===== src/rtl/lsu_bridge_pkg.sv =====
// Shared types and helpers for the LSU-to-Wishbone bridge.
// The data memory has no byte selects, so partial stores are merged here.
package lsu_bridge_pkg;

  localparam int LANES = 4;
  localparam logic [LANES-1:0] BE_FULL = 4'hF;

  typedef enum logic [2:0] {
    ST_IDLE,
    ST_RD,
    ST_WR,
    ST_RMW_RD,
    ST_RMW_WR,
    ST_RESP
  } lsu_bridge_state_t;

  // Lanes with be set come from new_word; the others keep old_word.
  function automatic logic [8*LANES-1:0] byte_merge(
    input logic [8*LANES-1:0] old_word,
    input logic [8*LANES-1:0] new_word,
    input logic [LANES-1:0]   be
  );
    logic [8*LANES-1:0] merged;
    merged = old_word;
    for (int i = 0; i < LANES; i++) begin
      if (be[i]) merged[8*i +: 8] = new_word[8*i +: 8];
    end
    return merged;
  endfunction

endpackage


===== src/rtl/lsu_wishbone_bridge_timeout.sv =====
// Per-phase wait counter for Wishbone cycles; saturates at TIMEOUT_CYCLES.
// Held clear while no bus cycle is open, so each phase starts from zero.
module bus_timeout_counter #(
  parameter int TIMEOUT_CYCLES = 255
) (
  input  logic clk,
  input  logic rst,
  input  logic clear,
  input  logic enable,
  output logic expired
);

  localparam int CNT_W = $clog2(TIMEOUT_CYCLES + 1);
  localparam logic [CNT_W-1:0] LIMIT = CNT_W'(TIMEOUT_CYCLES);

  logic [CNT_W-1:0] count;

  // NOTE: sequential state is updated with non-blocking assignments only, so
  // every flop samples pre-edge values regardless of block evaluation order.
  always_ff @(posedge clk or posedge rst) begin
    if (rst) begin
      count <= '0;
    end else if (clear) begin
      count <= '0;
    end else if (enable && count != LIMIT) begin
      count <= count + CNT_W'(1);
    end
  end

  assign expired = (count == LIMIT);

endmodule


===== src/rtl/lsu_wishbone_bridge.sv =====
// Registers LSU requests onto a byte-select-free Wishbone-classic data bus,
// turning partial stores into read-modify-write pairs and aborting hung cycles.
module lsu_wishbone_bridge
  import lsu_bridge_pkg::*;
#(
  parameter int ADDR_WIDTH     = 32,
  parameter int DATA_WIDTH     = 32,
  parameter int TIMEOUT_CYCLES = 255
) (
  input  logic                  clk,
  input  logic                  rst,
  input  logic                  lsu_req_i,
  input  logic                  lsu_we_i,
  input  logic [ADDR_WIDTH-1:0] lsu_addr_i,
  input  logic [DATA_WIDTH-1:0] lsu_wdata_i,
  input  logic [LANES-1:0]      lsu_be_i,
  output logic                  lsu_ack_o,
  output logic [DATA_WIDTH-1:0] lsu_rdata_o,
  output logic                  lsu_err_o,
  output logic                  wb_cyc_o,
  output logic                  wb_stb_o,
  output logic                  wb_we_o,
  output logic [ADDR_WIDTH-1:0] wb_addr_o,
  output logic [DATA_WIDTH-1:0] wb_data_o,
  input  logic [DATA_WIDTH-1:0] wb_data_i,
  input  logic                  wb_ack_i
);

  lsu_bridge_state_t     state;
  logic [DATA_WIDTH-1:0] wdata_q;
  logic [LANES-1:0]      be_q;
  logic [DATA_WIDTH-1:0] rdata_q;
  logic                  err_q;
  logic                  expired;

  bus_timeout_counter #(
    .TIMEOUT_CYCLES(TIMEOUT_CYCLES)
  ) u_timeout (
    .clk    (clk),
    .rst    (rst),
    .clear  (!wb_cyc_o),
    .enable (wb_cyc_o && !wb_ack_i),
    .expired(expired)
  );

  assign wb_stb_o = wb_cyc_o;

  always_ff @(posedge clk or posedge rst) begin
    if (rst) begin
      state       <= ST_IDLE;
      wdata_q     <= '0;
      be_q        <= '0;
      rdata_q     <= '0;
      err_q       <= 1'b0;
      lsu_ack_o   <= 1'b0;
      lsu_rdata_o <= '0;
      lsu_err_o   <= 1'b0;
      wb_cyc_o    <= 1'b0;
      wb_we_o     <= 1'b0;
      wb_addr_o   <= '0;
      wb_data_o   <= '0;
    end else begin
      lsu_ack_o   <= 1'b0;
      lsu_rdata_o <= '0;
      lsu_err_o   <= 1'b0;

      case (state)
        ST_IDLE: begin
          if (lsu_req_i) begin
            wdata_q   <= lsu_wdata_i;
            be_q      <= lsu_be_i;
            wb_addr_o <= {lsu_addr_i[ADDR_WIDTH-1:2], 2'b00};
            if (!lsu_we_i) begin
              state    <= ST_RD;
              wb_cyc_o <= 1'b1;
            end else if (lsu_be_i == BE_FULL) begin
              state     <= ST_WR;
              wb_cyc_o  <= 1'b1;
              wb_we_o   <= 1'b1;
              wb_data_o <= lsu_wdata_i;
            end else if (lsu_be_i == '0) begin
              state <= ST_RESP;
            end else begin
              state    <= ST_RMW_RD;
              wb_cyc_o <= 1'b1;
            end
          end
        end

        ST_RD, ST_WR, ST_RMW_RD, ST_RMW_WR: begin
          if (!wb_cyc_o) begin
            // Only RMW_WR arrives with cyc low: its write opens after one idle cycle.
            wb_cyc_o <= 1'b1;
            wb_we_o  <= 1'b1;
          end else if (wb_ack_i) begin
            wb_cyc_o <= 1'b0;
            wb_we_o  <= 1'b0;
            if (state == ST_RD) rdata_q <= wb_data_i;
            if (state == ST_RMW_RD) begin
              wb_data_o <= byte_merge(wb_data_i, wdata_q, be_q);
              state     <= ST_RMW_WR;
            end else begin
              state <= ST_RESP;
            end
          end else if (expired) begin
            // Abort; a timed-out RMW read never reaches its write phase.
            wb_cyc_o <= 1'b0;
            wb_we_o  <= 1'b0;
            err_q    <= 1'b1;
            rdata_q  <= '0;
            state    <= ST_RESP;
          end
        end

        ST_RESP: begin
          lsu_ack_o   <= 1'b1;
          lsu_rdata_o <= rdata_q;
          lsu_err_o   <= err_q;
          rdata_q     <= '0;
          err_q       <= 1'b0;
          wb_addr_o   <= '0;
          wb_data_o   <= '0;
          state       <= ST_IDLE;
        end

        default: state <= ST_IDLE;
      endcase
    end
  end

endmodule


===== config.mk =====
export PLATFORM = sky130hd
export DESIGN_NAME = lsu_wishbone_bridge
export DESIGN_NICKNAME = d
export VERILOG_FILES = /design/src/rtl/lsu_bridge_pkg.sv /design/src/rtl/lsu_wishbone_bridge_timeout.sv /design/src/rtl/lsu_wishbone_bridge.sv
export SDC_FILE = /design/constraint.sdc
export NUM_CORES = 1
export LEC_CHECK = 0
export BUFFER_PORTS_ARGS = -buffer_cell sky130_fd_sc_hd__buf_2
export CAP_MARGIN = 20
export CORE_ASPECT_RATIO = 0.8
export CORE_UTILIZATION = 50
export CTS_CLUSTER_DIAMETER = 120
export CTS_CLUSTER_SIZE = 20
export DETAILED_ROUTE_END_ITERATION = 12
export PLACE_DENSITY = 0.76
export SYNTH_ARGS = -nofsm -noshare
export SYNTH_HDL_FRONTEND = slang
export SYNTH_SLANG_ARGS = --single-unit

===== constraint.sdc =====
create_clock -name clk -period 6.2 [get_ports clk]
set_clock_uncertainty 0.05 [all_clocks]
set_input_delay 0.31 -clock clk [delete_from_list [all_inputs] [get_ports clk]]
set_output_delay 0.31 -clock clk [all_outputs]
set_load 0.01 [all_outputs]

==> results of run 1 <==
## registers in the layout, summed over array words and instances, names as in the netlist
name,cells
u_timeout.count,8
state,3
wb_cyc_o,1
err_q,1
lsu_rdata_o,32
wb_data_o,32
wdata_q,32
rdata_q,32
wb_we_o,1
be_q,4
lsu_ack_o,1
wb_addr_o,30
lsu_err_o,1
## worst max-delay path by stage
stage	from	end	slack [ps]	depth (start not counted)
after global placement	state[0]$_DFFE_PP0P_	wb_data_o[17]$_DFFE_PP0P_	2960	5
after detailed placement	state[0]$_DFFE_PP0P_	wb_data_o[17]$_DFFE_PP0P_	2880	5
final	state[0]$_DFFE_PP0P_	wb_data_o[17]$_DFFE_PP0P_	2880	5
after floorplan	rst	be_q[0]$_DFFE_PP0P_	1010	1
after global routing	state[0]$_DFFE_PP0P_	wb_data_o[18]$_DFFE_PP0P_	2680	5
after CTS	state[0]$_DFFE_PP0P_	wb_data_o[17]$_DFFE_PP0P_	2870	5
## kinds of logic (layout without fill, tap and decap cells)
kind of cell,count (synthesis),in the layout
AOI/OAI and AO/OA,147,147
xor gates and xnor gates,2,2
adders and majority gates,1,1
buffers and inverters,58,248
DFF,178,178
muxes,103,103
other,1,2
and+or+nand+nor,145,145
## routing by layer
| layer | part of all wire | vias to the layer above | routed length, um |
|---|---|---|---|
| li1 | - | 2597 | - |
| met1 | 0.44 | 2865 | 8236 |
| met2 | 0.48 | 219 | 8997 |
| met3 | 0.078 | 16 | 1478 |
| met4 | 0.0095 | 0 | 179 |
| met5 | 0 | - | 0 |
## power by group
part	internal [uW]	switching, uW
logic	978	1060
clock network	618	445
registers	1600	329
total	3200	1840
## area by class of cell
cell class                 count  area (um^2)
inverter                       7        31.28
clock buffer                  20        456.7
tap                          189        236.5
clock inverter                11        126.4
sequential                   178         4454
multi-input combinational    400         3017
fill                        1198         5619
timing repair buffer         210         1074
## cells in the final DEF (no fill, tap or decap), types with 17 or more instances in the layout
master | synthesis | layout
buf_2 | 9 | 201
dfrtp_1 | 178 | 178
nand2_1 | 67 | 67
mux2_2 | 39 | 39
a21oi_1 | 35 | 35
o21ai_0 | 34 | 34
and2_1 | 34 | 34
mux2i_1 | 34 | 34
a22oi_1 | 33 | 33
a22o_1 | 33 | 33
mux2_4 | 30 | 30
clkbuf_16 | 0 | 17
## per-stage QoR
stage / cell area [um^2] / setup WS [ps] / total power (uW) / hold slack, ps
after floorplan: 7709 / 1010 / 3343 / 376.8
final: 9395 / 2876 / 5037 / 33.60
after global placement: 8812 / 2960 / 3885 / 414.9
after global routing: 9395 / 2684 / 5336 / 31.67
after detailed placement: 8812 / 2882 / 3991 / 421.0
after CTS: 9395 / 2871 / 5071 / 23.78
## worst reg2reg max path, stage by stage, from the launching register on
cell and delay (ps):
dfrtp_1 520, o21ai_4 910, nand2_1 260, o221ai_4 520, buf_4 540, mux2_2 420
==> key figures, run 1 <==
Status
  – Status: complete, no violations

Floorplan
  – IO Pins: 206
  – Die width: 140.8 um
  – Die height: 113.0 um
  – Starting Density: 0.5132
  – Core Rows: 40
  – Core area: 15010 um^2
  – Die area: 15910 um^2

Clock network
  – Post-CTS Setup Inserts: 0
  – CTS Hold Bufs: 0
  – Resize count post-CTS: 0
  – CTS Buf Count: 17
  – CTS tree: yes
  – CTS Buffer Depth: 2
  – H-Tree Depth: 4
  – Clock sinks: 178
  – Clock Latency Late Sink: 420 ps
  – Clock root buffer: clkbuf_16
  – Clk slew on worst S/H paths: 70 ps

Logic synthesis
  – Compound-Gate Fraction of Synth Area: 0.1278
  – Synth Area in XOR/XNOR: 0.002273
  – Largest family of logic cells by synthesized area: multiplexers
  – Adder-cell area share of the yosys netlist: 0.001624
  – Synth cell types: 45
  – Top_reg_cell synth: dfrtp_1
  – Register area share after synthesis: 0.5781
  – Synth area leaders: dfrtp_1 (58%), mux2_4 (5.8%), mux2_2 (5.7%)
  – Synth Instances: roughly 640
  – Seq cells post-synth: 178
  – Synth top area share: 0.5781
  – Simple-Gate Fraction of Synth Area: 0.09402
  – Post-Syn Area: 7705 um^2
  – Cell accounting for the most synthesized area: dfrtp_1
  – Ys async rst share: 1.000
  – Commonest cells post-synth: dfrtp_1 (178), nand2_1 (67), mux2_2 (39)
  – Number of synthesized flops with an enable pin: 0
  – Synth warn: 0
  – Most frequent cell after synthesis: dfrtp_1
  – Post-synthesis mux area share: 0.1596
  – Syn avg cell area: roughly 12 um^2

Finish
  – Cell Count, Final, Fillers Out: 1015
  – Nets@finish: 920
  – # diodes: 0
  – Synth-to-Final Area Change: 21.94%
  – Final design utilization: 0.6258
  – Share of layout cells above drive strength 1: 0.3850

Detailed routing
  – DR vias: 5697
  – TritonRoute pass-1 iters: 4
  – Final wirelength: approximately 19000 um
  – DRT iter0 DRCs: 371
  – Vias per cell: 5.613
  – Wirelength per Cell: between 15 and 20 um
  – ANT nets after route: 0
  – DRC viols: 0

GRT
  – Routing usage on met3: 0.07533
  – Total track usage: 0.2488
  – Largest net degree at the start of global routing: 103
  – Met1 Use GR: 0.3310
  – Top Usage Layer GRT: met2
  – M2 GR Usage: 0.3937
  – Initial antenna violation count: 1
  – Overflow after GRT: 0
  – Vias in the first global route: 5752
  – First-pass GRT wire length: 30210 um

Critical path
  – WP buf/inv: 1
  – Setup Crit Path Kind: reg -> reg
  – Worst-path fanout max: 35
  – Worst-path cell chain: o21ai_4, nand2_1, o221ai_4, buf_4, mux2_2
  – Slowest CP cell: o21ai_4
  – Crit. End Element: flip-flop
  – Reg-to-reg startpoint: state[0]$_DFFE_PP0P_
  – CP arrival: around 3600 ps
  – FF-to-FF path depth: 5
  – CP max stage delay: 910 ps
  – CP startpoint kind: flip-flop
  – R2R Setup Slk: 2880 ps
  – WP data required: about 6500 ps
  – CP top delay family: compound AO/OA/AOI/OAI gates
  – Worst r2r dst: wb_data_o[17]$_DFFE_PP0P_

Timing
  – Final setup fails: 0
  – Final period util: 0.5362
  – Final min period: 3324 ps
  – Fmax: 300.8 MHz
  – Final Hold Fails: 0
  – Unrepaired setup endpoints after global routing: false
  – Slew @ Worst Pin: ~1100 ps
  – Fin Setup TNS: 0 ps
  – Slew Viols, Final: 0
  – Max_slew headroom: 0.2751

Pwr
  – Leakage: 0.004794 uW
  – Power per cell area: between 500 and 600 nW/um^2
  – Max VDD drop: ~0.27 mV

Min path
  – Hold WC Path Type: in -> async

Placement
  – Gpl congestion: 0.8318
  – DPL Wire Length: 12490 um
  – Placed cell count: around 980
  – Port Buffers: around 200

Run
  – Max-Cap Viols: 0
(Power assumes the default switching activity.)
==> inputs of run 2 (changes only) <==
Settings changed: ABC_AREA set to 1, CORE_UTILIZATION 50 to 48.
Clock period 6.2 ns to 2.8 ns, I/O delays scaled along.
==> run 2 against run 1 <==
Net effect:
- sequential power rose by 120%
- worst setup slack got worse by 2300 ps
- synthesized area rose by 6.1%
- critical path type unchanged
- critical endpoint is now rdata_q[5]$_DFFE_PP0P_
==> key figures, run 2 <==
Finish
  – Share of layout cells above drive strength 1: 0.2009 (was 0.3850)
  – Design area: 10560 um^2 (was 9395 um^2)
  – Final design utilization: 0.6359 (was 0.6258)
  – Commonest non-fill, non-tap cell in the layout: nand2_1 (was buf_2)
  – Most frequent cells in the layout: nand2_1 (329), buf_2 (201), dfrtp_1 (178) (was buf_2 (201), dfrtp_1 (178), nand2_1 (67))
  – Synth-to-Final Area Change: 29.12% (was 21.94%)
  – Nets@finish: 1387 (was 920)
  – # diodes: 0 (unchanged)
  – Fill cells: 1412 (was 1198)
  – Cell Count, Final, Fillers Out: 1514 (was 1015)

GRT
  – Vias in the first global route: 6942 (was 5752)
  – Largest net degree at the start of global routing: 91 (was 103)
  – Initial antenna violation count: 0 (was 1)
  – Total track usage: 0.2596 (was 0.2488)
  – Overflow after GRT: 0 (unchanged)
  – First-pass GRT wire length: 35220 um (was 30210 um)

Critical path
  – Worst-path cell chain: o21ai_1, nand2_1, inv_2, nand2_4, nand2_4, nand2_1, nand2_1 (was o21ai_4, nand2_1, o221ai_4, buf_4, mux2_2)
  – WP data required: 3110 ps (was 6450 ps)
  – WP buf/inv: 1 (unchanged)
  – CP arrival: 2530 ps (was 3580 ps)
  – Worst-path fanout max: 37 (was 35)
  – CP most frequent cell: nand2_1
  – CP max stage delay: 460 ps (was 910 ps)
  – Reg-to-reg startpoint: state[0]$_DFFE_PP0P_ (unchanged)
  – CP startpoint kind: flip-flop (unchanged)
  – Setup Crit Path Kind: reg -> reg (unchanged)
  – CP top delay family: simple AND/OR/NAND/NOR gates (was compound AO/OA/AOI/OAI gates)
  – R2R Setup Slk: 580 ps (was 2880 ps)
  – Slowest CP cell: dfrtp_1 (was o21ai_4)
  – CP startpoint: state[0]$_DFFE_PP0P_ (unchanged)
  – Crit. End Element: flip-flop (unchanged)

Logic synthesis
  – Post-Syn Area: 8178 um^2 (was 7705 um^2)
  – Seq cells post-synth: 178 (unchanged)
  – Synth cell types: 25 (was 45)
  – Ys async rst share: 1.000 (unchanged)
  – Synth Instances: 1043 (was 635)
  – Register area share after synthesis: 0.5447 (was 0.5781)
  – Top_reg_cell synth: dfrtp_1 (unchanged)
  – Commonest cells post-synth: nand2_1 (330), dfrtp_1 (178), inv_1 (150) (was dfrtp_1 (178), nand2_1 (67), mux2_2 (39))
  – Cell accounting for the most synthesized area: dfrtp_1 (unchanged)
  – Syn avg cell area: 7.841 um^2 (was 12.13 um^2)
  – Synth area leaders: dfrtp_1 (54%), nand2_1 (15%), nand3_1 (8.6%) (was dfrtp_1 (58%), mux2_4 (5.8%), mux2_2 (5.7%))
  – Number of synthesized flops with an enable pin: 0 (unchanged)
  – Synth top area share: 0.5447 (was 0.5781)
  – Synth warn: 0 (unchanged)
  – Most frequent cell after synthesis: nand2_1 (was dfrtp_1)

Timing
  – Final Hold Fails: 0 (unchanged)
  – Fin Setup TNS: 0 ps (unchanged)
  – Max_slew headroom: 0.4756 (was 0.2751)
  – Slew Viols, Final: 0 (unchanged)
  – Final setup fails: 0 (unchanged)
  – Final min period: 2222 ps (was 3324 ps)
  – Fmax: 450.0 MHz (was 300.8 MHz)
  – Unrepaired setup endpoints after global routing: false (unchanged)
  – Final period util: 0.7937 (was 0.5362)
  – Hold_ws: 26.74 ps (was 33.60 ps)
  – Slew @ Worst Pin: 786.6 ps (was 1083 ps)

Detailed routing
  – DRC viols: 0 (unchanged)
  – TritonRoute pass-1 iters: 5 (was 4)
  – Final wirelength: 21820 um (was 18890 um)
  – ANT nets after route: 0 (unchanged)
  – DRT iter0 DRCs: 525 (was 371)
  – Max layer used: met4 (unchanged)
  – Met2 WL: 9517 um (was 8997 um)
  – Vias per cell: 4.874 (was 5.613)
  – Met1 wire length: 10230 um (was 8236 um)
  – Wirelength per Cell: 14.41 um (was 18.61 um)
  – DR vias: 7379 (was 5697)
  – Met3 Wirelength: 1412 um (was 1478 um)

Clock network
  – Resize count post-CTS: 0 (unchanged)
  – Clock Latency Late Sink: 420 ps (about the same)
  – Clock sinks: 178 (unchanged)
  – H-Tree Depth: 4 (unchanged)
  – Clk slew on worst S/H paths: 70 ps (about the same)
  – Post-CTS Setup Inserts: 0 (unchanged)
  – CTS Buf Count: 17 (unchanged)
  – Clock root buffer: clkbuf_16 (unchanged)
  – CTS Buffer Depth: 2 (unchanged)
  – CTS tree: yes (unchanged)

Floorplan
  – Core area: 16610 um^2 (was 15010 um^2)
  – Die width: 147.9 um (was 140.8 um)
  – Die height: 118.7 um (was 113.0 um)
  – IO Pins: 206 (unchanged)
  – Core Rows: 42 (was 40)
  – Starting Density: 0.4925 (was 0.5132)
  – Die area: 17570 um^2 (was 15910 um^2)

Placement
  – Gpl congestion: 0.8666 (was 0.8318)
  – Placed cell count: 1414 (was 984)
  – DPL Wire Length: 14100 um (was 12490 um)
  – Placed Instance Area: 9309 um^2 (was 8812 um^2)
  – Port Buffers: 201 (unchanged)

Status
  – Status: complete, no violations (unchanged)

Pwr
  – Leakage: 0.006108 uW (was 0.004794 uW)
  – Power per cell area: 1081 nW/um^2 (was 536.1 nW/um^2)
  – Max VDD drop: 0.5820 mV (was 0.2736 mV)

Min path
  – Hold_sp: wb_data_i[8]
  – Hold WC Path Type: in -> reg (was in -> async)

Run
  – Max-Cap Viols: 0 (unchanged)
## run 2: cell types whose count changed in the layout (fill, tap and decap cells not counted), sizes merged, moves of 68 or more
cell	previous run	this run
dlygate4sd3	0	68
inv	12	158
mux2	69	0
nand2	67	335
nand3	3	141
o21ai	35	107
## run 2: kinds of logic after synthesis
| family | count (synthesis) | share of synthesized area |
|---|---|---|
| xor+xnor | 2 | 0.002142 |
| compound gates | 111 | 0.06808 |
| fa+ha+maj | 1 | 0.001530 |
| simple gates | 532 | 0.2711 |
| other cells | 1 | 0.0004586 |
| flops | 178 | 0.5447 |
| buf+inv | 218 | 0.1120 |
## run 2: what timing repair did
| action | 4_1_cts | 5_1_grt |
|---|---|---|
| endpoints found under the hold margin | 92 | 0 |
| setup endpoints to repair | 0 | 0 |
| hold buffers | 68 | 0 |
## run 2: area by class of cell
class,count,area (um^2),area share
sequential,178,4454,0.4218
clock inverter,14,130.1,0.01232
tap,220,275.3,0.02607
inverter,154,581.8,0.05510
multi-input combinational,648,2831,0.2682
timing repair buffer,282,1847,0.1749
clock buffer,18,439.2,0.04159
## run 2: path summary, 6_finish.rpt
check | cells after the start | to
max in group asynchronous | 4 | be_q[3]$_DFFE_PP0P_
hold reg to reg | 2 | wb_data_o[0]$_DFFE_PP0P_
hold / removal | 5 | rdata_q[8]$_DFFE_PP0P_
setup / recovery | 7 | rdata_q[5]$_DFFE_PP0P_
setup reg to reg | 7 | rdata_q[5]$_DFFE_PP0P_
min in group asynchronous | 3 | lsu_rdata_o[1]$_DFF_PP0_
## run 2: power by group
part	internal [uW]	switching, uW
Sequential	3610	653
Clock	1260	1040
Combinational	1650	3200
Total	6520	4890
## run 2: through the flow
stage | worst slack (ps) | power [uW]
final | 577.7 | 11410
after global routing | 362.3 | 12350
after CTS | 586.3 | 11400
after detailed placement | 605.9 | 8989
after global placement | 662.6 | 8842
after floorplan | 329.4 | 7586
## run 2: layer usage
layer | global-route usage | vias up
met2 | 0.3779 | 285
li1 | - | 3694
met1 | 0.3845 | 3353
met5 | 0 | -
met3 | 0.04479 | 47
met4 | 0.1024 | 0
## run 2: worst reg2reg max path: stages, from the launching register on
cell,delay [ps]
dfrtp_1,460
o21ai_1,280
nand2_1,150
inv_2,330
nand2_4,320
nand2_4,380
nand2_1,130
nand2_1,70
==> inputs of run 3 (changes only) <==
Clock period 2.8 ns to 1.93 ns, I/O delays scaled along.
==> run 3 against run 2 <==
Net effect:
- flip-flop and latch count unchanged
- highest routed layer unchanged
- critical path type unchanged
- sequential power up 44%
- first-iteration DRC count up 0.19%
==> key figures, run 3 (synthesis results as in run 2) <==
Critical path
  – WP data required: 2260 ps (was 3110 ps)
  – FF-to-FF path depth: 8 (was 7)
  – CP top delay family: simple AND/OR/NAND/NOR gates (unchanged)
  – CP startpoint kind: flip-flop (unchanged)
  – CP most frequent cell: nand2_1 (unchanged)
  – Worst-path fanout max: 10 (was 37)
  – WP depth: 8 (was 7)
  – Setup Crit Path Kind: reg -> reg (unchanged)
  – Worst-path cell chain: inv_2, nand2_2, nand2_1, nand2_1, buf_4, o21ai_0, nand2_1, nand2_1 (was o21ai_1, nand2_1, inv_2, nand2_4, nand2_4, nand2_1, nand2_1)
  – CP max stage delay: 460 ps (about the same)
  – WP buf/inv: 2 (was 1)
  – Slowest CP cell: dfrtp_1 (unchanged)
  – CP arrival: 2130 ps (was 2530 ps)
  – Crit. End Element: flip-flop (unchanged)

Clock network
  – Post-CTS Setup Inserts: 0 (unchanged)
  – CTS tree: yes (unchanged)
  – CTS Buf Count: 17 (unchanged)
  – Clock sinks: 178 (unchanged)
  – Clk slew on worst S/H paths: 70 ps (about the same)
  – Clock Latency Late Sink: 430 ps (was 420 ps)
  – H-Tree Depth: 4 (unchanged)
  – Clock root buffer: clkbuf_16 (unchanged)
  – CTS Buffer Depth: 2 (unchanged)

Pwr
  – Leakage: 0.006277 uW (was 0.006108 uW)
  – Max VDD drop: 1.081 mV (was 0.5820 mV)
  – Total power: 17290 uW (was 11410 uW)
  – Power per cell area: 1579 nW/um^2 (was 1081 nW/um^2)

Detailed routing
  – DRC viols: 0 (unchanged)
  – Wirelength per Cell: 14.75 um (was 14.41 um)
  – Final wirelength: 22810 um (was 21820 um)
  – TritonRoute pass-1 iters: 6 (was 5)
  – DRT iter0 DRCs: 526 (was 525)
  – ANT nets after route: 0 (unchanged)
  – Vias per cell: 4.889 (was 4.874)
  – DR vias: 7563 (was 7379)

Finish
  – Design area: 10950 um^2 (was 10560 um^2)
  – Most frequent cells in the layout: nand2_1 (329), buf_2 (201), dfrtp_1 (178) (unchanged)
  – Share of layout cells above drive strength 1: 0.2089 (was 0.2009)
  – Nets@finish: 1419 (was 1387)
  – Fill cells: 1352 (was 1412)
  – Commonest non-fill, non-tap cell in the layout: nand2_1 (unchanged)
  – Synth-to-Final Area Change: 33.94% (was 29.12%)

Timing
  – Fmax: 555.7 MHz (was 450.0 MHz)
  – Hold_ws: 15.49 ps (was 26.74 ps)
  – Final setup fails: 0 (unchanged)
  – Unrepaired setup endpoints after global routing: true (was false)
  – Final min period: 1799 ps (was 2222 ps)
  – Slew Viols, Final: 0 (unchanged)
  – Slew @ Worst Pin: 528.7 ps (was 786.6 ps)
  – Max_slew headroom: 0.6475 (was 0.4756)
  – Final Hold Fails: 0 (unchanged)
  – Final period util: 0.9324 (was 0.7937)

Min path
  – Hold depth: 5 (unchanged)
  – Hold WC Path Type: in -> reg (unchanged)

Floorplan
  – Starting Density: 0.4925 (unchanged)
  – Core Rows: 42 (unchanged)
  – Die height: 118.7 um (unchanged)
  – Die area: 17570 um^2 (unchanged)
  – IO Pins: 206 (unchanged)
  – Core area: 16610 um^2 (unchanged)
  – Die width: 147.9 um (unchanged)

GRT
  – First-pass GRT wire length: 36650 um (was 35220 um)
  – Vias in the first global route: 7387 (was 6942)
  – Total track usage: 0.2697 (was 0.2596)
  – Initial antenna violation count: 0 (unchanged)
  – Largest net degree at the start of global routing: 94 (was 91)
  – Overflow after GRT: 0 (unchanged)

Placement
  – Placed Instance Area: 9444 um^2 (was 9309 um^2)
  – Gpl congestion: 0.8191 (was 0.8666)
  – Port Buffers: 201 (unchanged)
  – DPL Wire Length: 14190 um (was 14100 um)

Status
  – Status: complete, no violations (unchanged)

Run
  – Max-Cap Viols: 0 (unchanged)
run 3: changes by cell type in the layout (fill, tap and decap cells not counted), moves of 2 or more:
cell	previous run	this run
buf_12	5	8
buf_4	8	16
buf_6	0	2
dlygate4sd3_1	68	85
inv_6	4	1
nand2_8	0	2
run 3: where the power goes:
| group | switching (uW) | internal (uW) | total (uW) |
|---|---|---|---|
| combinational | 4930 | 2810 | 7740 |
| sequential | 914 | 5230 | 6150 |
| clock | 1470 | 1940 | 3410 |
| total | 7310 | 9980 | 17300 |
run 3: path summary, 6_finish.rpt:
path / startpoint / end / slack (ps)
setup reg to reg: state[2]$_DFFE_PP0P_ / wb_data_o[25]$_DFFE_PP0P_ / 130
hold / removal: wb_data_i[15] / rdata_q[15]$_DFFE_PP0P_ / 20
max in group asynchronous: rst / be_q[3]$_DFFE_PP0P_ / 1030
hold reg to reg: wb_data_o[22]$_DFFE_PP0P_ / wb_data_o[22]$_DFFE_PP0P_ / 410
setup / recovery: state[2]$_DFFE_PP0P_ / wb_data_o[25]$_DFFE_PP0P_ / 130
min in group asynchronous: rst / lsu_rdata_o[1]$_DFF_PP0_ / 60
run 3: metal layers:
metal / global-route usage / part of all wire
met3: 0.07761 / 0.071
met4: 0.1044 / 0.032
met1: 0.3615 / 0.45
met2: 0.4130 / 0.45
met5: 0 / 0
run 3: metrics by stage:
stage	setup TNS [ps]	setup WS, ps	utilization	cells
2_1_floorplan	-88490	-497.1	-	1044
3_3_place_gp	0	137.6	0.5687	1427
3_5_place_dp	0	88.52	0.5687	1427
4_1_cts	0	63.67	0.6548	1544
5_1_grt	-190.8	-27.51	0.6594	1546
6_report	0	130.5	0.6596	1547
run 3: tightest hold or removal path, cell delays in order:
cell	delay (ps)
buf_2	130
nand3_1	80
inv_1	40
nand3_1	60
nand2_1	50
run 3: layout make-up:
type / count / area [um^2] / share of cell area
well taps: 220 / 275.3 / 0.02513
multi-input cells: 649 / 2874 / 0.2624
clock buffers: 19 / 442.9 / 0.04044
flip-flops and latches: 178 / 4454 / 0.4067
clock inverters: 13 / 135.1 / 0.01234
diodes: 1 / 2.502 / 0.0002285
repair buffers: 313 / 2185 / 0.1995
inverters: 154 / 584.3 / 0.05335
run 3: repair_timing:
item,4_1_cts,5_1_grt
endpoints found under the hold margin,282,0
hold buffers,85,0
setup endpoints to repair,0,58
resized for setup,0,9
